**src/rtl/vmicro16_apb_rr_arbiter_pkg.sv**
```systemverilog
`default_nettype none
// ============================================================================
// Module      : vmicro16_apb_rr_arbiter_pkg
// Description : Shared state encoding, defaults and width helper for the
//               APB round-robin arbiter.
// Revision    : 1.0 - initial release
// ============================================================================
package vmicro16_apb_rr_arbiter_pkg;

  typedef enum logic [1:0] {
    ST_IDLE   = 2'd0,
    ST_SETUP  = 2'd1,
    ST_ACCESS = 2'd2
  } state_t;

  localparam int c_TIMEOUT_DEFAULT = 255;

  // Index width that never collapses to zero bits for a single requester.
  function automatic int clog2_min1(input int n);
    return ($clog2(n) < 1) ? 1 : $clog2(n);
  endfunction

endpackage
`default_nettype wire

```
**src/rtl/vmicro16_apb_rr_arbiter_if.sv**
```systemverilog
`default_nettype none
// ============================================================================
// Module      : vmicro16_apb_rr_arbiter_if
// Description : Upstream (S_*) and downstream (M_*) APB signals of the arbiter.
// Revision    : 1.0 - initial release
// ============================================================================
interface vmicro16_apb_rr_arbiter_if #(
  parameter int MASTERS    = 4,
  parameter int BUS_WIDTH  = 32,
  parameter int DATA_WIDTH = 32
);
  logic [MASTERS*BUS_WIDTH-1:0]  S_PADDR;
  logic [MASTERS-1:0]            S_PWRITE;
  logic [MASTERS-1:0]            S_PSELx;
  logic [MASTERS-1:0]            S_PENABLE;
  logic [MASTERS*DATA_WIDTH-1:0] S_PWDATA;
  logic [MASTERS*DATA_WIDTH-1:0] S_PRDATA;
  logic [MASTERS-1:0]            S_PREADY;

  logic [BUS_WIDTH-1:0]          M_PADDR;
  logic                          M_PWRITE;
  logic                          M_PSELx;
  logic                          M_PENABLE;
  logic [DATA_WIDTH-1:0]         M_PWDATA;
  logic [DATA_WIDTH-1:0]         M_PRDATA;
  logic                          M_PREADY;

  // Arbiter view: serves the requesters, drives the downstream port.
  modport slave (
    input  S_PADDR, S_PWRITE, S_PSELx, S_PENABLE, S_PWDATA, M_PRDATA, M_PREADY,
    output S_PRDATA, S_PREADY, M_PADDR, M_PWRITE, M_PSELx, M_PENABLE, M_PWDATA
  );

  // Environment view: requesters plus the downstream slave.
  modport master (
    output S_PADDR, S_PWRITE, S_PSELx, S_PENABLE, S_PWDATA, M_PRDATA, M_PREADY,
    input  S_PRDATA, S_PREADY, M_PADDR, M_PWRITE, M_PSELx, M_PENABLE, M_PWDATA
  );
endinterface
`default_nettype wire

```
**src/rtl/vmicro16_apb_rr_arbiter_rr_pick.sv**
```systemverilog
`default_nettype none
// ============================================================================
// Module      : vmicro16_rr_pick
// Description : Combinational round-robin picker; first request at or after ptr.
// Revision    : 1.0 - initial release
// ============================================================================
module vmicro16_rr_pick #(
  parameter int MASTERS = 4,
  parameter int PW      = 2
) (
  input  logic [MASTERS-1:0] req,
  input  logic [PW-1:0]      ptr,
  output logic               valid,
  output logic [PW-1:0]      idx
);

  int k;

  always_comb begin
    valid = 1'b0;
    idx   = '0;
    k     = 0;
    for (int i = 0; i < MASTERS; i++) begin
      k = int'(ptr) + i;
      if (k >= MASTERS) k = k - MASTERS;
      if (!valid && req[k]) begin
        valid = 1'b1;
        idx   = PW'(k);
      end
    end
  end

endmodule
`default_nettype wire

```
**src/rtl/vmicro16_apb_rr_arbiter.sv**
```systemverilog
`default_nettype none
// ============================================================================
// Module      : vmicro16_apb_rr_arbiter
// Description : Round-robin whole-transfer APB arbiter with ACCESS watchdog.
// Revision    : 1.0 - initial release
// ============================================================================
module vmicro16_apb_rr_arbiter
  import vmicro16_apb_rr_arbiter_pkg::*;
#(
  parameter int MASTERS    = 4,
  parameter int BUS_WIDTH  = 32,
  parameter int DATA_WIDTH = 32,
  parameter int TIMEOUT    = c_TIMEOUT_DEFAULT
) (
  input  logic                     clk,
  input  logic                     reset,
  vmicro16_apb_rr_arbiter_if.slave bus,
  output logic [MASTERS-1:0]       grant,
  output logic                     timeout_err
);

  localparam int c_PW = clog2_min1(MASTERS);
  localparam int c_CW = $clog2(TIMEOUT + 1);

  state_t                  r_state;
  state_t                  w_state_nxt;
  logic [c_PW-1:0]         r_ptr;
  logic [c_PW-1:0]         r_g;
  logic [c_CW-1:0]         r_cnt;
  logic [BUS_WIDTH-1:0]    r_paddr;
  logic [DATA_WIDTH-1:0]   r_pwdata;
  logic                    r_pwrite;

  logic                    w_pick_valid;
  logic [c_PW-1:0]         w_pick_idx;
  logic                    w_timeout;
  logic                    w_done;
  logic [c_PW-1:0]         w_ptr_nxt;
  logic [MASTERS-1:0]            w_pready;
  logic [MASTERS*DATA_WIDTH-1:0] w_prdata;

  vmicro16_rr_pick #(
    .MASTERS (MASTERS),
    .PW      (c_PW)
  ) u_pick (
    .req   (bus.S_PSELx),
    .ptr   (r_ptr),
    .valid (w_pick_valid),
    .idx   (w_pick_idx)
  );

  // A ready slave always beats the watchdog in the same cycle.
  assign w_timeout = (r_state == ST_ACCESS) && !bus.M_PREADY &&
                     (r_cnt == c_CW'(TIMEOUT - 1));
  assign w_done    = (r_state == ST_ACCESS) && (bus.M_PREADY || w_timeout);
  assign w_ptr_nxt = (r_g == c_PW'(MASTERS - 1)) ? '0 : r_g + c_PW'(1);

  always_comb begin
    w_state_nxt = r_state;
    case (r_state)
      ST_IDLE:   if (w_pick_valid) w_state_nxt = ST_SETUP;
      ST_SETUP:  w_state_nxt = ST_ACCESS;
      ST_ACCESS: if (w_done) w_state_nxt = ST_IDLE;
      default:   w_state_nxt = ST_IDLE;
    endcase
  end

  always_ff @(posedge clk or negedge reset) begin
    if (!reset) begin
      r_state  <= ST_IDLE;
      r_ptr    <= '0;
      r_g      <= '0;
      r_cnt    <= '0;
      r_paddr  <= '0;
      r_pwdata <= '0;
      r_pwrite <= 1'b0;
    end else begin
      r_state <= w_state_nxt;
      if (r_state == ST_IDLE && w_pick_valid) begin
        r_g      <= w_pick_idx;
        r_paddr  <= bus.S_PADDR[w_pick_idx*BUS_WIDTH +: BUS_WIDTH];
        r_pwdata <= bus.S_PWDATA[w_pick_idx*DATA_WIDTH +: DATA_WIDTH];
        r_pwrite <= bus.S_PWRITE[w_pick_idx];
      end
      if (r_state == ST_SETUP)
        r_cnt <= '0;
      else if (r_state == ST_ACCESS && !w_done)
        r_cnt <= r_cnt + c_CW'(1);
      if (w_done)
        r_ptr <= w_ptr_nxt;
    end
  end

  always_comb begin
    w_pready = '0;
    w_prdata = '0;
    grant    = '0;
    if (r_state != ST_IDLE)
      grant[r_g] = 1'b1;
    if (r_state == ST_ACCESS) begin
      w_pready[r_g] = bus.M_PREADY || w_timeout;
      w_prdata[r_g*DATA_WIDTH +: DATA_WIDTH] = w_timeout ? '0 : bus.M_PRDATA;
    end
  end

  assign timeout_err   = w_timeout;
  assign bus.S_PREADY  = w_pready;
  assign bus.S_PRDATA  = w_prdata;
  assign bus.M_PSELx   = (r_state != ST_IDLE);
  assign bus.M_PENABLE = (r_state == ST_ACCESS);
  assign bus.M_PADDR   = r_paddr;
  assign bus.M_PWDATA  = r_pwdata;
  assign bus.M_PWRITE  = r_pwrite;

endmodule
`default_nettype wire
```
**src/flat_wrapper.sv**
```systemverilog
// flat-port wrapper written by rule: the top's interface ports become plain ports
module vmicro16_apb_rr_arbiter_flat import vmicro16_apb_rr_arbiter_pkg::*;
#(
  parameter int MASTERS    = 4,
  parameter int BUS_WIDTH  = 32,
  parameter int DATA_WIDTH = 32,
  parameter int TIMEOUT    = c_TIMEOUT_DEFAULT
)
  (clk, reset, grant, timeout_err, bus_S_PADDR, bus_S_PWRITE, bus_S_PSELx, bus_S_PENABLE, bus_S_PWDATA, bus_M_PRDATA, bus_M_PREADY, bus_S_PRDATA, bus_S_PREADY, bus_M_PADDR, bus_M_PWRITE, bus_M_PSELx, bus_M_PENABLE, bus_M_PWDATA);
  vmicro16_apb_rr_arbiter_if #(.MASTERS(MASTERS), .BUS_WIDTH(BUS_WIDTH), .DATA_WIDTH(DATA_WIDTH)) bus_i ();
  input  logic clk;
  input  logic reset;
  output logic [MASTERS-1:0] grant;
  output logic timeout_err;
  input wire logic [$bits(bus_i.S_PADDR)-1:0] bus_S_PADDR;
  input wire logic [$bits(bus_i.S_PWRITE)-1:0] bus_S_PWRITE;
  input wire logic [$bits(bus_i.S_PSELx)-1:0] bus_S_PSELx;
  input wire logic [$bits(bus_i.S_PENABLE)-1:0] bus_S_PENABLE;
  input wire logic [$bits(bus_i.S_PWDATA)-1:0] bus_S_PWDATA;
  input wire logic [$bits(bus_i.M_PRDATA)-1:0] bus_M_PRDATA;
  input wire logic [$bits(bus_i.M_PREADY)-1:0] bus_M_PREADY;
  output wire logic [$bits(bus_i.S_PRDATA)-1:0] bus_S_PRDATA;
  output wire logic [$bits(bus_i.S_PREADY)-1:0] bus_S_PREADY;
  output wire logic [$bits(bus_i.M_PADDR)-1:0] bus_M_PADDR;
  output wire logic [$bits(bus_i.M_PWRITE)-1:0] bus_M_PWRITE;
  output wire logic [$bits(bus_i.M_PSELx)-1:0] bus_M_PSELx;
  output wire logic [$bits(bus_i.M_PENABLE)-1:0] bus_M_PENABLE;
  output wire logic [$bits(bus_i.M_PWDATA)-1:0] bus_M_PWDATA;
  assign bus_i.S_PADDR = bus_S_PADDR;
  assign bus_i.S_PWRITE = bus_S_PWRITE;
  assign bus_i.S_PSELx = bus_S_PSELx;
  assign bus_i.S_PENABLE = bus_S_PENABLE;
  assign bus_i.S_PWDATA = bus_S_PWDATA;
  assign bus_i.M_PRDATA = bus_M_PRDATA;
  assign bus_i.M_PREADY = bus_M_PREADY;
  assign bus_S_PRDATA = bus_i.S_PRDATA;
  assign bus_S_PREADY = bus_i.S_PREADY;
  assign bus_M_PADDR = bus_i.M_PADDR;
  assign bus_M_PWRITE = bus_i.M_PWRITE;
  assign bus_M_PSELx = bus_i.M_PSELx;
  assign bus_M_PENABLE = bus_i.M_PENABLE;
  assign bus_M_PWDATA = bus_i.M_PWDATA;
  vmicro16_apb_rr_arbiter #(.MASTERS(MASTERS), .BUS_WIDTH(BUS_WIDTH), .DATA_WIDTH(DATA_WIDTH), .TIMEOUT(TIMEOUT)) u_core (.clk(clk), .reset(reset), .bus(bus_i), .grant(grant), .timeout_err(timeout_err));
endmodule
```
**config.mk**
```make
export PLATFORM = sky130hd
export DESIGN_NAME = vmicro16_apb_rr_arbiter_flat
export DESIGN_NICKNAME = d
export VERILOG_FILES = /design/src/rtl/vmicro16_apb_rr_arbiter_pkg.sv /design/src/rtl/vmicro16_apb_rr_arbiter_if.sv /design/src/rtl/vmicro16_apb_rr_arbiter_rr_pick.sv /design/src/rtl/vmicro16_apb_rr_arbiter.sv /design/src/flat_wrapper.sv
export SDC_FILE = /design/constraint.sdc
export NUM_CORES = 1
export LEC_CHECK = 0
export ABC_CLOCK_PERIOD_IN_PS = 2170
export CAP_MARGIN = 15
export CORE_AREA = 2 2 196 198
export CTS_BUF_LIST = sky130_fd_sc_hd__clkbuf_16
export DETAILED_ROUTE_END_ITERATION = 8
export DIE_AREA = 0 0 198 200
export DONT_BUFFER_PORTS = 1
export PLACE_DENSITY = 0.32
export SYNTH_ARGS = -nofsm -noshare
export SYNTH_HDL_FRONTEND = slang
export SYNTH_SLANG_ARGS = --single-unit
```
**constraint.sdc**
```tcl
create_clock -name clk -period 2.17 [get_ports clk]
set_input_delay 0.217 -clock clk [delete_from_list [all_inputs] [get_ports clk]]
set_output_delay 0.217 -clock clk [all_outputs]
set_load 0.05 [all_outputs]
```
==> results.json <==
{
  "status": "finished with violations",
  "violations": "negative setup slack",
  "grt_pass1_vias": 5167,
  "p_leak_nw": 3.98,
  "seqCellArea_sq_mm": 0.00198,
  "insertion_delay_ns": 0.37,
  "netlist_area_sq_mm": 0.00605,
  "synth_cells": 609,
  "root_buffer": "clkbuf_16",
  "setup_violations": 128,
  "path_buf_inv": 4,
  "power_frac_seq": 0.393,
  "final_nets": 1013,
  "p_int_mw": 5.61,
  "yosys.area.top_type": "dfrtp_1",
  "grt_max_degree": 80,
  "drtPass1Iterations": 4,
  "synth_top_area_frac": 0.327,
  "critPathMaxFanout": 8,
  "worst_slew_pin_slew_ns": 0.580,
  "maxCapViolCount": 0,
  "period_share": 1.10,
  "drive_gt1_frac": 0.491,
  "reg2reg_depth": 7,
  "final.fill_count": 3952,
  "io_buffers": 0,
  "ir_worst_vdd_mv": 0.601,
  "maxSlewViolCount": 0,
  "powerDensity_mw_per_mm2": 1320,
  "fmax_mhz": 419,
  "clkTransAtPathRegs_ns": 0.07,
  "end_kind": "primary output",
  "io_pins": 507,
  "htreeDepth": 3,
  "path_class": "flip-flop to primary output",
  "slew-limit-headroom": 0.613,
  "clockBufferDepth": 2,
  "cp.depth": 9,
  "grtUsageMet1": 0.117,
  "path_cells": "and3_4, nand3_4, nor3_2, buf_4, nor4b_4, buf_6, clkbuf_16, and2_4, buf_12",
  "cts_made_buffers": 9,
  "r2r-end": "u_core.bus.M_PWDATA[27]",
  "drtIter0Drc": 105,
  "overflow": 0,
  "cts.sinks": 79,
  "ant_nets": 0,
  "met3_usage": 0.0356,
  "p_sw_mw": 6.59,
  "hpwl_mm": 18.8,
  "crit_path_top_delay_cell": "dfrtp_1",
  "core_area_sq_mm": 0.0374,
  "ys_warn_count": 0,
  "finalHoldViolations": 0,
  "syn2layout_area_growth_pct": 53.1,
  "rsz0062_at_grt": "true",
  "grt_usage": 0.116,
  "die_w_microns": 198,
  "finalWorstSetupSlack_ns": -0.217,
  "die_h_microns": 200,
  "cp.arrival_ns": 2.17,
  "fin_skew_ns": 0.0128,
  "synthArstFlopShare": 1.00,
  "final_area_sq_mm": 0.00926,
  "synth_common_cells": "mux2i_1, and2_1, dfrtp_1, nand2_1, o221ai_2",
  "antenna_found_initial": 4,
  "r2r-start": "u_core.r_ptr[1]",
  "whs_ns": 0.0828,
  "grt_pass1_wl_mm": 33.5,
  "hold_class": "input port to flip-flop",
  "critPathCapture": "bus_S_PRDATA[98]",
  "syn_nets": 920,
  "synth-main-ff-cell": "dfrtp_1",
  "busiest_layer": "met2",
  "vias": 5287,
  "switching_share": 0.540,
  "cp-start-kind": "flip-flop",
  "viasPerCell": 4.33,
  "placed_area_sq_mm": 0.00813,
  "initial_utilization": 0.162,
  "worstPathRequired_ns": 1.95,
  "period_needed_ns": 2.39,
  "tns_ns": -17.67,
  "max_stage_delay_ns": 0.40,
  "cts_tree": "built",
  "synth_area_leaders": "dfrtp_1, mux2i_1, and2_1, o221ai_2, nand2_1",
  "syn-mean-instance-area_sq_um": 9.93,
  "place_congestion": 0.799,
  "worstSetupStartpoint": "u_core.r_cnt[3]",
  "drc": 0,
  "ff2ff_setup_slack_ns": 0.09,
  "ys_seq_area_frac": 0.327,
  "synth-edff-count": 0,
  "wl_mm": 25.8,
  "post_drt_wl_per_cell_microns": 21.1,
  "dieArea_sq_mm": 0.0396,
  "multi_input_area_sq_mm": 0.00427,
  "synthMostInstantiatedCell": "mux2i_1",
  "use_met2": 0.212,
  "path_delay_family": "simple AND/OR/NAND/NOR gates",
  "p_clk_frac": 0.124,
  "pwr-share-comb": 0.484,
  "synth-seq-cells": 79,
  "synth.distinct_cells": 44,
  "rows": 71
}
-- metal layers --
metal  vias to the layer above  wire (microns)
met5                         -               0
met4                         0            1100
met3                        40            1940
met2                       339           13700
met1                      2538            9100
li1                       2370               -
-- worst reg2reg max path: stages (launching register included) --
cell and delay, ns:
dfrtp_1 0.42, mux2_4 0.33, o221ai_4 0.31, buf_12 0.21
buf_12 0.13, buf_12 0.15, mux2i_1 0.29, o221ai_2 0.12
-- metrics by stage --
step / setup WS, ns / utilization / power (mW) / cells
floorplan: 0.0433 / - / 8.55 / 609
global placement: 0.0112 / 0.217 / 10.2 / 1163
detailed placement: 0.000793 / 0.217 / 10.2 / 1163
CTS: -0.253 / 0.230 / 11.9 / 1184
global route: -0.330 / 0.248 / 12.9 / 1222
finish: -0.217 / 0.248 / 12.2 / 1222
-- final cells by class --
class	count	share of cell area
Antenna cell	4	0.00108
Timing Repair Buffer	130	0.222
Clock inverter	7	0.00622
Tap cell	511	0.0690
Inverter	8	0.00324
Sequential cell	79	0.214
Clock buffer	9	0.0243
Multi-Input combinational cell	474	0.461
-- power groups by stage --
stage	clock [mW]	sequential (mW)	combinational (mW)
floorplan	0	4.61	3.94
global placement	0	4.87	5.31
detailed placement	0	4.82	5.36
CTS	1.59	4.81	5.48
global route	1.63	4.87	6.43
finish	1.51	4.80	5.90
-- what timing repair did --
item                       CTS  global route
setup endpoints to repair  136           153
buffers inserted             2            26
hold buffers                 2             0
pin swaps                   51            42
resized for setup           63           104
hold endpoints to repair    79             0
gates cloned                 1             8
-- flip-flops by register name, indices dropped and copies added, names as in the netlist --
register / cells
u_core.bus.M_PWRITE: 1
u_core.r_state: 2
u_core.r_cnt: 8
u_core.r_g: 2
u_core.r_ptr: 2
u_core.bus.M_PWDATA: 32
u_core.bus.M_PADDR: 32
-- placed cells by master (no fill, tap or decap), types with 6 or more instances in the layout --
cell type	instances
dfrtp_1	78
and2_4	128
buf_6	6
clkbuf_16	15
nand2_1	79
o221ai_1	25
nor2b_1	6
o21ai_0	6
mux2i_1	127
buf_4	42
o221ai_2	39
buf_12	72
-- worst min-delay path by stage --
stage | startpoint | endpoint | cells after the start
3_3_place_gp | reset | u_core.bus.M_PWDATA[26] | 0
6_report | bus_S_PWDATA[30] | u_core.bus.M_PWDATA[30] | 2
5_1_grt | bus_S_PADDR[62] | u_core.bus.M_PADDR[30] | 2
4_1_cts | bus_S_PWDATA[56] | u_core.bus.M_PWDATA[24] | 2
3_5_place_dp | reset | u_core.bus.M_PWDATA[26] | 0
2_1_floorplan | reset | u_core.bus.M_PADDR[0] | 0
-- cells by family after synthesis --
family / Yosys count / share of synthesized area
and+or+nand+nor: 245 / 0.225
muxes: 136 / 0.226
AOI/OAI and AO/OA: 85 / 0.155
DFF: 79 / 0.327
buffers and inverters: 56 / 0.0511
adders and majority gates: 8 / 0.0166
(Power assumes the default switching activity.)
